--- src/rtl/pipe_drain_buffer.sv ---
// Receive-side buffer for a fixed-latency, non-stallable pipe. Credits handed to the
// issuer bound in-flight plus stored results to DEPTH, so the buffer never overflows.
module pipe_drain_buffer #(
    parameter int WIDTH   = 32,
    parameter int LATENCY = 4,
    parameter int DEPTH   = 8,
    parameter int CNT_W   = 4
) (
    input  logic             clk,
    input  logic             reset,
    output logic             issue_ready,
    input  logic             issue_valid,
    input  logic             pipe_valid,
    input  logic [WIDTH-1:0] pipe_data,
    output logic             out_valid,
    output logic [WIDTH-1:0] out_data,
    input  logic             out_ready,
    output logic [CNT_W-1:0] level,
    output logic [CNT_W-1:0] credits_used,
    output logic             err_sticky
);

    localparam int               PTR_W    = (DEPTH > 1) ? $clog2(DEPTH) : 1;
    localparam logic [CNT_W-1:0] DEPTH_C  = CNT_W'(DEPTH);
    localparam logic [PTR_W-1:0] LAST_PTR = PTR_W'(DEPTH - 1);

    generate
        if (LATENCY < 1 || DEPTH < 1) begin : g_bad_params
            $error("pipe_drain_buffer: LATENCY and DEPTH must both be at least 1");
        end
    endgenerate

    logic [WIDTH-1:0] mem [DEPTH];
    logic [PTR_W-1:0] rd_ptr_reg, rd_ptr_next;
    logic [PTR_W-1:0] wr_ptr_reg, wr_ptr_next;
    logic [CNT_W-1:0] level_reg, level_next;
    logic [CNT_W-1:0] credits_reg, credits_next;
    logic             err_reg, err_next;
    logic             inc, dec, full, wr_en;

    // Explicit wrap so DEPTH need not be a power of two.
    function automatic logic [PTR_W-1:0] ptr_inc(input logic [PTR_W-1:0] p);
        return (p == LAST_PTR) ? '0 : p + 1'b1;
    endfunction

    assign issue_ready  = !reset && (credits_reg < DEPTH_C);
    assign out_valid    = (level_reg != '0);
    assign out_data     = mem[rd_ptr_reg];
    assign level        = level_reg;
    assign credits_used = credits_reg;
    assign err_sticky   = err_reg;

    always_comb begin
        inc          = issue_valid && issue_ready;
        dec          = out_valid && out_ready;
        full         = (level_reg == DEPTH_C);
        // A full buffer still accepts a write when the head leaves in the same cycle.
        wr_en        = pipe_valid && (!full || dec);
        credits_next = credits_reg;
        level_next   = level_reg;
        rd_ptr_next  = rd_ptr_reg;
        wr_ptr_next  = wr_ptr_reg;
        err_next     = err_reg | (issue_valid && !issue_ready) | (pipe_valid && !wr_en);

        if (inc && !dec) begin
            credits_next = credits_reg + 1'b1;
        end else if (!inc && dec) begin
            credits_next = credits_reg - 1'b1;
        end

        if (wr_en && !dec) begin
            level_next = level_reg + 1'b1;
        end else if (!wr_en && dec) begin
            level_next = level_reg - 1'b1;
        end

        if (wr_en) begin
            wr_ptr_next = ptr_inc(wr_ptr_reg);
        end
        if (dec) begin
            rd_ptr_next = ptr_inc(rd_ptr_reg);
        end
    end

    always_ff @(posedge clk) begin
        if (reset) begin
            credits_reg <= '0;
            level_reg   <= '0;
            rd_ptr_reg  <= '0;
            wr_ptr_reg  <= '0;
            err_reg     <= 1'b0;
        end else begin
            credits_reg <= credits_next;
            level_reg   <= level_next;
            rd_ptr_reg  <= rd_ptr_next;
            wr_ptr_reg  <= wr_ptr_next;
            err_reg     <= err_next;
        end
    end

    // Storage carries no reset; occupancy alone decides what is valid.
    always_ff @(posedge clk) begin
        if (!reset && wr_en) begin
            mem[wr_ptr_reg] <= pipe_data;
        end
    end

endmodule
--- config.mk ---
export PLATFORM = sky130hd
export DESIGN_NAME = pipe_drain_buffer
export DESIGN_NICKNAME = d
export VERILOG_FILES = /design/src/rtl/pipe_drain_buffer.sv
export SDC_FILE = /design/constraint.sdc
export NUM_CORES = 1
export LEC_CHECK = 0
export BUFFER_PORTS_ARGS = -buffer_cell sky130_fd_sc_hd__buf_4
export CAP_MARGIN = 20
export CORE_MARGIN = 3
export CORE_UTILIZATION = 63
export DETAILED_ROUTE_END_ITERATION = 10
export PLACE_DENSITY = 0.83
export SETUP_SLACK_MARGIN = 0.05
export SYNTH_ARGS = -nofsm -noshare
export SYNTH_HDL_FRONTEND = slang
export SYNTH_SLANG_ARGS = --single-unit
--- constraint.sdc ---
create_clock -name clk -period 8.67 [get_ports clk]
set_input_delay 0.867 -clock clk [delete_from_list [all_inputs] [get_ports clk]]
set_output_delay 0.867 -clock clk [all_outputs]
set_load 0.02 [all_outputs]
Yosys cells after proc, flatten, opt, wreduce, memory -nomap -nowiden. Memories as Yosys holds them, arrays and structs flattened. A register that Yosys moved wholly into a read port is not among the register bits. Index checks and enable logic that the tools add are counted.

Register bits after elaboration: 15. Input port bits: 37. Logic and storage cells: 49. Output and inout bits: 43. Memory bits (writable): 256. Memories: 1.

Multiplexer cells: 10. $lt $le $gt $ge: 1. Equal/unequal tests: 3. Add/sub/neg operators: 6. Reductions and logical operators: 21. Bitwise operators: 2.

Memories: mem (words 8, bits a word 32, rd ports 1, clocked after Yosys merged registers in 1, wr ports 1, line 33) `logic [WIDTH-1:0] mem [DEPTH];`.

Operator list (number): 2-to-1 mux 4 bit (4); 2-to-1 mux 3 bit (4); logical AND 1 bit (11); adder 4 x 1 -> 4 bit (second input constant) (2); subtractor 4 x 1 -> 4 bit (second input constant) (2); adder 3 x 1 -> 3 bit (second input constant) (2); equality test 3 bit (second input constant) (2); zero test 1 bit (6); equality test 4 bit (second input constant) (1); less-than comparator 4 bit (second input constant) (1); nonzero test 2 bit (2); nonzero test 4 bit (1); 2-to-1 mux 1 bit (2); OR 1 bit (2); logical OR 1 bit (1).

Logic depth before layout (Yosys ltp).
Depth in word-level cells: 8. Depth in mapped cells: 10. Mapped depth without buffers: 10.

Worst setup path before layout. OpenSTA, ideal clock, no wires.

Kind: input to register. Start point: input port reset. End point: memory mem[0][0] (enable). Required time: 8.157 ns. Buffers on the path: 1. Slack: 3.618 ns. Data arrival time: 4.539 ns. Stages: 3. Library setup time: 0.513 ns. Cells stage by stage: clkbuf_1 > nor2_1 > nor4b_1.

Cells in the longest elaborated chain, start to end: 4.

Ends and longest elaborated chain: from (decl) (line 10) `input logic reset,`; zero test 1 bit (line 103) `if (!reset && wr_en) begin`; logical AND 1 bit (line 103); 2-to-1 mux 1 bit (line 103); 2-to-1 mux 1 bit (not written as such) (line 104) `mem[wr_ptr_reg] <= pipe_data;`; to (decl) (line 33).

Every way passes these cells.

==> flow_metrics.env <==
export IMPL_outcome="complete, no violations"
export IMPL_cp_end_kind="primary output"
export IMPL_synthesis_instances=479
export IMPL_drtPass1Iterations=4
export IMPL_path_common_cell="buf_4"
export IMPL_syn_to_final_growth_pct=15.94
export IMPL_dieArea_um2=18660
export IMPL_route_detailed_drc=0
export IMPL_start_kind="flip-flop"
export IMPL_rsz0062_at_grt="no"
export IMPL_track_usage_pct=23.24
export IMPL_start_util_pct=64.55
export IMPL_synth_fa_ha_area_share_pct=1.537
export IMPL_rr_startpoint="level[0]"
export IMPL_io_buffer_count=79
export IMPL_detail_route_antenna_nets=0
export IMPL_place_congestion=0.6805
export IMPL_fin_crit_ps=3882
export IMPL_clk_pin_slew_ps=60
export IMPL_p_leak_nw=4.192
export IMPL_synth_top_family_by_area="multiplexers"
export IMPL_cts_tree="yes"
export IMPL_grt_max_degree=65
export IMPL_drive_gt1_share_pct=36.01
export IMPL_final_hold_viol_count=0
export IMPL_skew_ps=24.24
export IMPL_clk_path_buf_depth=3
export IMPL_ys_ff_latch=274
export IMPL_synth_most_common_cell="edfxtp_1"
export IMPL_vias=5071
export IMPL_finalNonFillerCells=817
export IMPL_yosysUniqueCellTypes=34
export IMPL_row_count=47
export IMPL_cp_slowest_cell="buf_4"
export IMPL_grt_pass1_wl_um=31550
export IMPL_use_met3_pct=4.559
export IMPL_cts_made_buffers=26
export IMPL_tightest_slew_ps=915.3
export IMPL_num_fill_cells=880
export IMPL_postSynthAreaPerCell_um2=22.43
export IMPL_grt_util_met1_pct=31.02
export IMPL_path_depth=4
export IMPL_synth_compound_area_share_pct=0.8386
export IMPL_syn_nets=528
export IMPL_cts_root_buffer="clkbuf_16"
export IMPL_yosysWarnings=0
export IMPL_maxCapViolCount=0
export IMPL_path_cells="buf_4 > mux4_2 > mux2_4 > buf_4"
export IMPL_drtIter0Drc=415
export IMPL_syn_area_um2=10740
export IMPL_async_flop_share_pct=0
export IMPL_slew_headroom_pct=38.98
export IMPL_cts_num_sinks=274
export IMPL_fmax_mhz=257.6
export IMPL_grt_pass1_vias=5344
export IMPL_wl_um=20840
export IMPL_crit_fanout=44
export IMPL_via_per_inst=6.207
export IMPL_synthMuxAreaShare_pct=18.73
export IMPL_yosysTopAreaCellShare_pct=71.56
export IMPL_reg2reg_to="level[3]"
export IMPL_top_usage_layer="met2"
export IMPL_crit_required_ps=7800
export IMPL_grt_use_met2_pct=38.55
export IMPL_critPathBufInv=2
export IMPL_fin_nets=627
export IMPL_drv_slew=0
export IMPL_dp_cells=770
export IMPL_fp_dieW_um=136.6
export IMPL_ys_seq_area_share_pct=74.91
export IMPL_synth_edff_count=256
export IMPL_wl_per_cell_um=25.51
export IMPL_fin_setup_tns_ps=0
export IMPL_htreeDepth=1
export IMPL_post_dp_hpwl_um=11290
export IMPL_rr_worst_depth=10
export IMPL_synth_top_area_cell="edfxtp_1"
export IMPL_post_route_util_pct=74.84
export IMPL_synth_commonest_cells="edfxtp_1, mux4_2, mux4_1"
export IMPL_grt_antenna_before_repair=0
export IMPL_clk_latency_ps=530
export IMPL_core_area_um2=16640
export IMPL_io_pin_count=80
export IMPL_synth_simple_gate_area_share_pct=2.120
export IMPL_diodes=0
export IMPL_crit_family="multiplexers"
export IMPL_cts_resized_gates=0
export IMPL_largest_reg_flops=256
export IMPL_grt_ovfl_total=0
export IMPL_synthFlopType="edfxtp_1"
export IMPL_hold_buffers=0
export IMPL_r2r_setup_slack_ps=5630
export IMPL_die_y_um=136.6
export IMPL_setup_viol=0
export IMPL_worstHoldPathType="flip-flop to flip-flop"
export IMPL_critPathKind="flip-flop to primary output"
export IMPL_max_stage_delay_ps=720
export IMPL_yosys_top_cells_area="edfxtp_1, mux4_2, mux4_1"
export IMPL_worstPathArrival_ps=3020
export IMPL_min_path_cells=2
export IMPL_timing_final_crit_share_pct=44.78
export IMPL_p_per_area_nw_per_um2=266.8
export IMPL_postCtsSetupBuffers=0
export IMPL_holdCritStartpoint="rd_ptr_reg[1]"
export IMPL_ir_drop_v=0.0001907
export IMPL_synth_xor_area_share_pct=0.3261
## power breakdown
part | switching, W | internal [W] | total, W
clock | 0.000455 | 0.000636 | 0.00109
sequential | 0.0000487 | 0.00149 | 0.00154
combinational | 0.000332 | 0.000360 | 0.000692
## layer usage
layer	up-vias	share of wire [%]	routed length, um
li1	2212	-	-
met1	2623	37	7708
met2	195	52	10820
met3	41	7.5	1563
met4	0	3.6	754
met5	-	0	0
## kinds of logic (layout without fill, tap and decap cells)
family / count (synthesis) / in the layout
multiplexers: 101 / 101
AO/OA/AOI/OAI: 15 / 15
flip-flops: 274 / 274
adder cells (fa/ha/maj): 12 / 12
XOR/XNOR: 4 / 4
AND/OR/NAND/NOR: 48 / 48
buffers and inverters: 25 / 143
## worst max path at each step
| stage | end | slack, ps |
|---|---|---|
| after detailed placement | out_data[0] | 5310 |
| after CTS | out_data[12] | 4730 |
| after floorplan | mem[0][0] | 3620 |
| after global routing | out_data[0] | 4610 |
| final | out_data[12] | 4790 |
| after global placement | out_data[1] | 5340 |
## tightest hold or removal path, delay by kind of cell, from the launching register on
kind | cells | cell delay (ps)
AOI/OAI and AO/OA | 1 | 70
DFF | 1 | 320
and+or+nand+nor | 1 | 60
## placed cells by master (no fill, tap or decap), types with 2 or more instances in the layout
| cell type | netlist | final |
|---|---|---|
| clkinv_2 | 0 | 4 |
| mux2_2 | 19 | 19 |
| mux4_2 | 37 | 37 |
| dfxtp_2 | 0 | 2 |
| mux2_4 | 15 | 15 |
| a211oi_1 | 2 | 2 |
| nand3_1 | 2 | 2 |
| a21oi_1 | 9 | 9 |
| buf_4 | 0 | 93 |
| nor2_1 | 20 | 17 |
| nor3_2 | 0 | 3 |
| nor2b_1 | 2 | 2 |
| fa_1 | 2 | 2 |
| xor2_1 | 2 | 2 |
| clkinv_1 | 0 | 7 |
| inv_1 | 3 | 3 |
| dfxtp_1 | 18 | 15 |
| clkbuf_8 | 0 | 5 |
| clkbuf_1 | 7 | 2 |
| a31oi_1 | 2 | 2 |
| mux2i_1 | 3 | 3 |
| nand2_1 | 11 | 11 |
| xnor2_1 | 2 | 2 |
| clkbuf_16 | 0 | 27 |
| or3_1 | 3 | 3 |
| ha_1 | 10 | 10 |
| edfxtp_1 | 256 | 256 |
| nor2_4 | 0 | 3 |
| mux4_1 | 27 | 27 |
## metrics by stage
stage	area, um^2	total power [W]	hold WS, ps	setup WS (ps)
after floorplan	10740	0.002066	449.6	3618
after global placement	11610	0.002234	454.0	5341
after detailed placement	11620	0.002259	487.7	5305
after CTS	12460	0.003354	503.3	4726
after global routing	12460	0.003454	527.7	4613
final	12460	0.003323	503.4	4788
## final cells by class
| type | instances | area [um^2] | area share [%] |
|---|---|---|---|
| clock buffers | 34 | 752.0 | 6.037 |
| multi-input cells | 180 | 2580 | 20.71 |
| inverters | 3 | 11.26 | 0.09041 |
| clock inverters | 13 | 85.08 | 0.6831 |
| flip-flops and latches | 274 | 8054 | 64.66 |
| repair buffers | 93 | 698.2 | 5.605 |
| well taps | 220 | 275.3 | 2.210 |
No activity file was read; power rests on OpenSTA's default activity.
